`src/rtl/instr_fetch_pkg.sv`:
```
// Shared types and constants for the instruction fetch stage.
// Holds the FSM state encoding, datapath widths and the bubble word.
package instr_fetch_pkg;

   localparam int PC_W    = 64;
   localparam int INSTR_W = 32;

   localparam logic [INSTR_W-1:0] NOP = '0;

   typedef enum logic [1:0] {
      FETCH = 2'd0,
      HOLD  = 2'd1,
      DRAIN = 2'd2
   } fetch_state_e;

   typedef struct packed {
      logic [INSTR_W-1:0] instr;
      logic [PC_W-1:0]    pc;
      logic [PC_W-1:0]    link;
   } fetch_entry_t;

endpackage

```
`src/rtl/fetch_skid_reg.sv`:
```
// Single-entry skid buffer behind the fetch output register.
// Clear wins over load so a redirect always empties the buffer.
module fetch_skid_reg
   import instr_fetch_pkg::*;
(
   input  logic         clock_i,
   input  logic         reset_i,
   input  logic         load_i,
   input  logic         clear_i,
   input  fetch_entry_t data_i,
   output fetch_entry_t data_o,
   output logic         full_o
);

   fetch_entry_t data_q, data_d;
   logic         full_q, full_d;

   always_comb begin
      data_d = data_q;
      full_d = full_q;
      if (clear_i) begin
         data_d = '0;
         full_d = 1'b0;
      end else if (load_i) begin
         data_d = data_i;
         full_d = 1'b1;
      end
   end

   always_ff @(posedge clock_i or posedge reset_i) begin
      if (reset_i) begin
         data_q <= '0;
         full_q <= 1'b0;
      end else begin
         data_q <= data_d;
         full_q <= full_d;
      end
   end

   assign data_o = data_q;
   assign full_o = full_q;

endmodule

```
`src/rtl/instr_fetch.sv`:
```
// Instruction fetch stage: PC, request FSM, output entry and skid.
// DRAIN waits out a request that a redirect made stale.
module instr_fetch
   import instr_fetch_pkg::*;
#(
   parameter logic [PC_W-1:0] RESET_PC = 64'h0,
   parameter int unsigned     PC_STEP  = 4
) (
   input  logic               clock,
   input  logic               reset,
   input  logic               PC_Write,
   input  logic               branch_taken,
   input  logic [PC_W-1:0]    branch_target,
   output logic               imem_req,
   output logic [PC_W-1:0]    imem_addr,
   input  logic               imem_ready,
   input  logic [INSTR_W-1:0] imem_rdata,
   output logic [INSTR_W-1:0] instruction_out,
   output logic [PC_W-1:0]    PC_out_out,
   output logic [PC_W-1:0]    PC_branch_link_out,
   output logic               valid_out
);

   localparam logic [PC_W-1:0] STEP = PC_W'(PC_STEP);

   fetch_state_e    state_q, state_d;
   logic [PC_W-1:0] pc_q, pc_d;
   logic [PC_W-1:0] tgt_q, tgt_d;
   fetch_entry_t    out_q, out_d;
   logic            valid_q, valid_d;

   logic            hs;
   logic            can_accept;
   fetch_entry_t    capture;
   logic            skid_load;
   logic            skid_clr;
   fetch_entry_t    skid_data;
   logic            skid_full;

   assign hs         = imem_req & imem_ready;
   assign can_accept = ~valid_q | PC_Write;
   assign capture    = '{instr: imem_rdata,
                         pc:    pc_q,
                         link:  pc_q + STEP};

   always_ff @(posedge clock or posedge reset) begin
      if (reset) begin
         state_q <= FETCH;
      end else begin
         state_q <= state_d;
      end
   end

   always_comb begin
      state_d = state_q;
      unique case (state_q)
         FETCH: begin
            if (branch_taken && !hs) begin
               state_d = DRAIN;
            end else if (!branch_taken && hs && !can_accept) begin
               state_d = HOLD;
            end
         end
         HOLD: begin
            if (branch_taken || PC_Write) begin
               state_d = FETCH;
            end
         end
         DRAIN: begin
            if (hs) begin
               state_d = FETCH;
            end
         end
         default: state_d = FETCH;
      endcase
   end

   always_comb begin
      imem_req  = (state_q != HOLD);
      pc_d      = pc_q;
      tgt_d     = tgt_q;
      out_d     = out_q;
      valid_d   = valid_q;
      skid_load = 1'b0;
      skid_clr  = 1'b0;
      unique case (state_q)
         FETCH: begin
            if (branch_taken) begin
               out_d   = '0;
               valid_d = 1'b0;
               if (hs) begin
                  pc_d = branch_target;
               end else begin
                  tgt_d = branch_target;
               end
            end else if (hs) begin
               pc_d = pc_q + STEP;
               if (can_accept) begin
                  out_d   = capture;
                  valid_d = 1'b1;
               end else begin
                  skid_load = 1'b1;
               end
            end else if (PC_Write) begin
               out_d   = '0;
               valid_d = 1'b0;
            end
         end
         HOLD: begin
            if (branch_taken) begin
               skid_clr = 1'b1;
               out_d    = '0;
               valid_d  = 1'b0;
               pc_d     = branch_target;
            end else if (PC_Write) begin
               skid_clr = 1'b1;
               out_d    = skid_data;
               valid_d  = skid_full;
            end
         end
         DRAIN: begin
            // a late redirect overrides the saved one
            if (hs) begin
               pc_d = branch_taken ? branch_target : tgt_q;
            end else if (branch_taken) begin
               tgt_d = branch_target;
            end
         end
         default: begin
            out_d   = '0;
            valid_d = 1'b0;
         end
      endcase
   end

   always_ff @(posedge clock or posedge reset) begin
      if (reset) begin
         pc_q    <= RESET_PC;
         tgt_q   <= '0;
         out_q   <= '0;
         valid_q <= 1'b0;
      end else begin
         pc_q    <= pc_d;
         tgt_q   <= tgt_d;
         out_q   <= out_d;
         valid_q <= valid_d;
      end
   end

   fetch_skid_reg u_skid (
      .clock_i (clock),
      .reset_i (reset),
      .load_i  (skid_load),
      .clear_i (skid_clr),
      .data_i  (capture),
      .data_o  (skid_data),
      .full_o  (skid_full)
   );

   assign imem_addr          = pc_q;
   assign instruction_out    = valid_q ? out_q.instr : NOP;
   assign PC_out_out         = out_q.pc;
   assign PC_branch_link_out = out_q.link;
   assign valid_out          = valid_q;

endmodule

```
`config.mk`:
```
export PLATFORM = sky130hd
export DESIGN_NAME = instr_fetch
export DESIGN_NICKNAME = d
export VERILOG_FILES = /design/src/rtl/instr_fetch_pkg.sv /design/src/rtl/fetch_skid_reg.sv /design/src/rtl/instr_fetch.sv
export SDC_FILE = /design/constraint.sdc
export NUM_CORES = 1
export LEC_CHECK = 0
export BUFFER_PORTS_ARGS = -buffer_cell sky130_fd_sc_hd__buf_2
export CAP_MARGIN = 30
export CORE_MARGIN = 3
export CORE_UTILIZATION = 55
export CTS_CLUSTER_SIZE = 20
export DETAILED_ROUTE_END_ITERATION = 10
export PLACE_DENSITY = 0.83
export SETUP_SLACK_MARGIN = 0.3
export SYNTH_ARGS = -nofsm -noshare
export SYNTH_HDL_FRONTEND = slang
export SYNTH_SLANG_ARGS = --single-unit
```
`constraint.sdc`:
```
create_clock -name clock -period 26.3 [get_ports clock]
set_clock_uncertainty 0.2 [all_clocks]
set_input_delay 1.315 -clock clock [delete_from_list [all_inputs] [get_ports clock]]
set_output_delay 1.315 -clock clock [all_outputs]
set_load 0.01 [all_outputs]
```
==> results.cfg, run 1 <==
[outcome]
outcome = finished clean

[pwr]
p_comb_frac = 0.352
intPower_mw = 1.723
p_clk_frac = 0.231
netSwitchingPower_mw = 1.181
vdd_ir_drop_max_mv = 0.05731
swShare = 0.4066
powerDensity_nw_per_um2 = 116.4
p_leak_nw = 11.51
pwr-share-seq = 0.416

[critical_path]
cp_num_cells = 9
path_class = in2reg
slowest_delay_ns = 0.64
cp.arrival_ns = 4.58
cp_cell_sequence = buf_4 > nor2_1 > and3_1 > nand2_4 > buf_4 > buf_16 > buf_4 > nand3_1 > nand2_1
crit_top_cell = buf_4
critical_path.top_delay_family = buffers and inverters
slowest_stage = buf_4
end_kind = register
reg2reg_depth = 7
critPathBufInv = 4
worstSetupStartpointType = input port
crit_fanout = 64
required_ns = 26.60

[detailed_routing]
wl_per_cell_um = 22.45
wirelength_um = 68150
detail-route-antenna-nets = 0
dr.first_iter.drc_count = 2382
drc = 0
firstDrtPassIters = 7
vias_per_cell = 6.373
dr_total_vias = 19341

[die]
coreArea_sq_um = 40010
io_pins = 327
die_y_um = 208.0
dieArea_sq_um = 43250
initial_core_util = 0.5608
rows = 73
die_w_um = 208.0

[hold_path]
worstHoldPathCells = 2
hold_path_class = reg2reg

[synth]
yosysSeqAreaShare = 0.4997
synthTopCellsByCount = dfrtp_1 (448), nand2_1 (388), o21ai_0 (261)
synthCells = 2407
synthTopCellsByArea = dfrtp_1 (50%), nand2_1 (6.5%), a22oi_1 (6.0%)
synth_xor_xnor_area_share = 0.02342
synth_cell_type_count = 64
synth_edf_count = 0
synth_compound_area_frac = 0.1896
synth_mux_area_frac = 0.04133
yosys.area_share.simple = 0.1571
synthFlopType = dfrtp_1
syn_nets = 2512
yosysMostFrequentCell = dfrtp_1
synth_top_family_by_area = compound AO/OA/AOI/OAI gates
postSynth.asyncResetShare = 1.000
ys_seq_elements = 448
syn_area_per_cell_sq_um = 9.320
synth_top_area_share = 0.4997
yosys_warnings = 0
synthAdderAreaFrac = 0.002231
yosys.area.top_type = dfrtp_1
netlist_area_sq_um = 22430

[sta]
hold_viol = 0
layout_min_cycle_time_ns = 4.276
rsz0062_at_grt = no
setup-violations-final = 0
finalCritPeriodShare = 0.1626
worst_pin_slew_ns = 1.053
setup_tns_ns = 0
drv_slew = 0
whs_ns = 0.2708
slew_headroom = 0.2983
fmaxAchievable_ghz = 0.2339
timing.final.ws_setup_ns = 22.02

[placed_design]
dp_hpwl_um = 43220
gp_congestion = 0.8599
port_buffers = 326
post-place-ws_ns = 21.51
dp.cells = 2939

[grt]
grt_pass1_vias = 18772
grt_pass1_wl_um = 106700
track_usage = 0.3048
grt_max_degree = 135
grt-ovfl-total = 0
antenna_found_initial = 19

[clock_tree]
cts_tree = yes
post_cts_resized = 0
path_clk_slew_ns = 0.06
clock_path_buffers = 3
clock_latency_ns = 0.57
post-cts-setup-buffers = 0
cts_buffers = 47
ctsHoldBuffers = 0
htreeDepth = 2
cts-root-buf = clkbuf_16
cts_sinks = 448

[finish]
drive_gt1_frac = 0.2228
fillCellCount = 3274
register_area_sq_um = 11210
multi_input_area_sq_um = 9361
final_util = 0.6237
final_cells = 3035
num-nets-final = 2570
synthToLayoutAreaGrowth_pct = 11.23

[job]
drv_cap = 0
[worst min-delay path, stage by stage (launching register included)]
cell	delay (ns)
dfrtp_1	0.33
nand2_1	0.05
o21ai_0	0.06
[path summary, 6_finish.rpt]
path / from / end / slack, ns
setup / recovery: branch_taken / u_skid.data_o[138]$_DFFE_PP0P_ / 22.02
hold / removal: PC_out_out[52]$_DFFE_PP0P_ / PC_out_out[52]$_DFFE_PP0P_ / 0.27
setup reg to reg: imem_addr[2]$_DFFE_PP0P_ / PC_branch_link_out[46]$_DFFE_PP0P_ / 22.03
hold reg to reg: PC_out_out[52]$_DFFE_PP0P_ / PC_out_out[52]$_DFFE_PP0P_ / 0.27
max in group asynchronous: reset / tgt_q[30]$_DFFE_PP0P_ / 23.02
min in group asynchronous: reset / PC_out_out[58]$_DFFE_PP0P_ / 0.42
[state kept, by name, summed over array words and instances, names as in the netlist]
| register | count |
|---|---|
| PC_out_out | 64 |
| out_q | 32 |
| tgt_q | 64 |
| u_skid.data_o | 158 |
| state_q | 2 |
| valid_out | 1 |
| PC_branch_link_out | 62 |
| imem_addr | 64 |
| u_skid.full_o | 1 |
[logic make-up (layout without fill, tap and decap cells)]
family                   count (synthesis)  in the layout
AND/OR/NAND/NOR                        748            748
AO/OA/AOI/OAI                          685            685
flip-flops                             448            448
buffers and inverters                  379            472
multiplexers                            83             83
XOR/XNOR                                60             60
adder cells (fa/ha/maj)                  4              4
other                                    0             10
[metal layers]
layer / vias to the layer above / global-route usage / part of all wire
li1: 8457 / - / -
met4: 16 / 0.1321 / 0.039
met5: - / 0 / 0.0015
met3: 194 / 0.06785 / 0.089
met2: 1042 / 0.4836 / 0.48
met1: 9632 / 0.4066 / 0.39
[metrics by stage]
step | instance area, sq um | power (mW)
2_1_floorplan | 22430 | 1.896
3_3_place_gp | 23170 | 2.151
3_5_place_dp | 23330 | 2.222
4_1_cts | 24870 | 2.895
5_1_grt | 24950 | 3.064
6_report | 24950 | 2.904
[power by group through the flow]
stage               Sequential (mW)  Clock [mW]  Combinational, mW
floorplan                      1.10           0              0.793
global placement               1.19           0              0.956
detailed placement             1.21           0               1.02
CTS                            1.20       0.676               1.02
global route                   1.24       0.706               1.12
finish                         1.21       0.672               1.02
[cell usage in the layout, fill, tap and decap left out, types with 22 or more instances in the layout]
| master | instances |
|---|---|
| dfrtp_1 | 448 |
| nand2_1 | 386 |
| buf_2 | 326 |
| o21ai_0 | 261 |
| a22oi_1 | 178 |
| nand3_1 | 176 |
| a21oi_1 | 111 |
| mux2_2 | 77 |
| nor2_1 | 51 |
| clkbuf_16 | 49 |
| xnor2_1 | 39 |
| and2_1 | 36 |
| buf_4 | 27 |
| inv_1 | 24 |
| o22a_1 | 24 |
| o21a_1 | 22 |
[final cells by class]
| class | count | share of cell area |
|---|---|---|
| flip-flops and latches | 448 | 0.4493 |
| multi-input cells | 1580 | 0.3752 |
| repair buffers | 361 | 0.08203 |
| clock buffers | 66 | 0.05491 |
| well taps | 525 | 0.02633 |
| clock inverters | 18 | 0.006920 |
| inverters | 27 | 0.004362 |
| diodes | 10 | 0.001003 |
No activity file was read; power rests on OpenSTA's default activity.
==> inputs of run 2 (changes only) <==
==> constraint.sdc (replaced) <==
create_clock -name clock -period 4.4 [get_ports clock]
set_clock_uncertainty 0.2 [all_clocks]
set_input_delay 0.22 -clock clock [delete_from_list [all_inputs] [get_ports clock]]
set_output_delay 0.22 -clock clock [all_outputs]
set_load 0.01 [all_outputs]
==> run 2 against run 1 <==
Compared with the run above:
- worst setup slack lost 21 ns
- clock power grew to 6.0 times the previous value
- count of clock-buffer cells in the layout grew 7
- wire length grew 3.3%
- non-clock buffer count grew 99
- die area is the same
- register-to-register slack lost 21 ns
- flip-flop and latch count is the same
- sequential power grew to 6.0 times the previous value
==> results.cfg, run 2 (synthesis gave the netlist of run 1 again) <==
[clock_tree]
htreeDepth = 2
post_cts_resized = 0
cts-root-buf = clkbuf_16
cts_buffers = 48
clock_latency_ns = 0.59
path_clk_slew_ns = 0.06
clock_path_buffers = 3
cts_sinks = 448
cts_tree = yes

[sta]
setup_tns_ns = 0
layout_min_cycle_time_ns = 3.648
setup-violations-final = 0
rsz0062_at_grt = no
fmaxAchievable_ghz = 0.2741
worst_pin_slew_ns = 1.079
hold_viol = 0
drv_slew = 0
slew_headroom = 0.2807
finalCritPeriodShare = 0.8291

[finish]
multi_input_area_sq_um = 9361
final_area_sq_um = 25960
layout_common_cells = dfrtp_1 (448), nand2_1 (386), buf_2 (325)
num-nets-final = 2670
largest_reg_flops = 158
synthToLayoutAreaGrowth_pct = 15.74
drive_gt1_frac = 0.2136
final_cells = 3137
final_common_cell = dfrtp_1
fillCellCount = 3217
register_area_sq_um = 11210

[critical_path]
reg2reg_depth = 7
path_class = reg2reg
r2r_start = imem_addr[2]$_DFFE_PP0P_
cp.arrival_ns = 3.92
crit_fanout = 12
reg2reg_slack_ns = 0.75
cp-endpoint = imem_addr[46]$_DFFE_PP0P_
cp_num_cells = 7
critPathBufInv = 0
required_ns = 4.67
crit_top_cell = nor4_1
critical_path.top_delay_family = simple AND/OR/NAND/NOR gates
cp_cell_sequence = ha_1 > nand3_1 > nor4_1 > nand4_1 > nor4_1 > a31oi_1 > o22a_1
timing.rr.end = imem_addr[46]$_DFFE_PP0P_
worstSetupStartpointType = register
slowest_delay_ns = 0.77
crit_start = imem_addr[2]$_DFFE_PP0P_
end_kind = register
slowest_stage = nor4_1

[placed_design]
port_buffers = 326
gp_congestion = 0.8615
dpl_cell_area_sq_um = 23390
dp.cells = 2941
dp_hpwl_um = 43500

[detailed_routing]
firstDrtPassIters = 6
drc = 0
dr.first_iter.drc_count = 2257
detail-route-antenna-nets = 0
dr_total_vias = 19861
wl_per_cell_um = 22.44
vias_per_cell = 6.331
wirelength_um = 70390

[hold_path]
hp-start = PC_Write
hold_path_class = in2reg

[pwr]
power_mw = 17.53
p_leak_nw = 11.92
powerDensity_nw_per_um2 = 675.0
vdd_ir_drop_max_mv = 0.3748

[die]
rows = 73
coreArea_sq_um = 40010
initial_core_util = 0.5608
io_pins = 327
die_w_um = 208.0
die_y_um = 208.0
dieArea_sq_um = 43250

[grt]
grt_pass1_wl_um = 110300
grt_pass1_vias = 19596
grt-ovfl-total = 0
track_usage = 0.3160
grt_max_degree = 177
antenna_found_initial = 7

[job]
drv_cap = 0

[outcome]
outcome = finished clean
## run 2: cell type report
type                       count  area share
sequential                   448      0.4318
inverter                      27    0.004048
tap                          525     0.02530
clock inverter                15    0.005349
antenna                        9   0.0008674
multi-input combinational   1580      0.3605
timing repair buffer         460      0.1180
clock buffer                  73     0.05416
## run 2: worst reg2reg max path, stage by stage (launching register included)
cell and delay (ns):
dfrtp_1 0.53, ha_1 0.26, nand3_1 0.16, nor4_1 0.48
nand4_1 0.74, nor4_1 0.78, a31oi_1 0.18, o22a_1 0.21
## run 2: per-layer routing
metal	global-route usage	vias to the layer above	wire, um
li1	-	8667	-
met1	0.4163	9732	26990
met2	0.5067	1222	33750
met3	0.06906	238	6462
met4	0.1402	2	3165
met5	0	-	17
## run 2: what timing repair did
action                    4_1_cts  5_1_grt
hold endpoints to repair      524        0
hold buffers                   98        0
buffers inserted                0        0
## run 2: power breakdown
group	total [mW]	switching (mW)	internal (mW)
Clock	4.03	1.71	2.32
Combinational	6.28	3.90	2.39
Sequential	7.21	1.55	5.67
Total	17.5	7.15	10.4
## run 2: worst min-delay path by stage
stage	endpoint	slack [ns]	cells after the start
floorplan	u_skid.data_o[128]$_DFFE_PP0P_	0.13	2
global placement	u_skid.data_o[144]$_DFFE_PP0P_	0.23	3
detailed placement	u_skid.data_o[157]$_DFFE_PP0P_	0.23	3
CTS	state_q[0]$_DFFE_PP0P_	0.05	5
global route	state_q[0]$_DFFE_PP0P_	0.12	4
finish	state_q[0]$_DFFE_PP0P_	0.10	5
## run 2: stage by stage
step	utilization	setup slack [ns]	hold WS, ns
5_1_grt	0.6488	0.5699	0.1195
2_1_floorplan	-	-2.077	0.1254
3_3_place_gp	0.5839	1.029	0.2293
6_report	0.6490	0.7521	0.1040
4_1_cts	0.6478	0.8402	0.05372
3_5_place_dp	0.5846	0.8498	0.2333
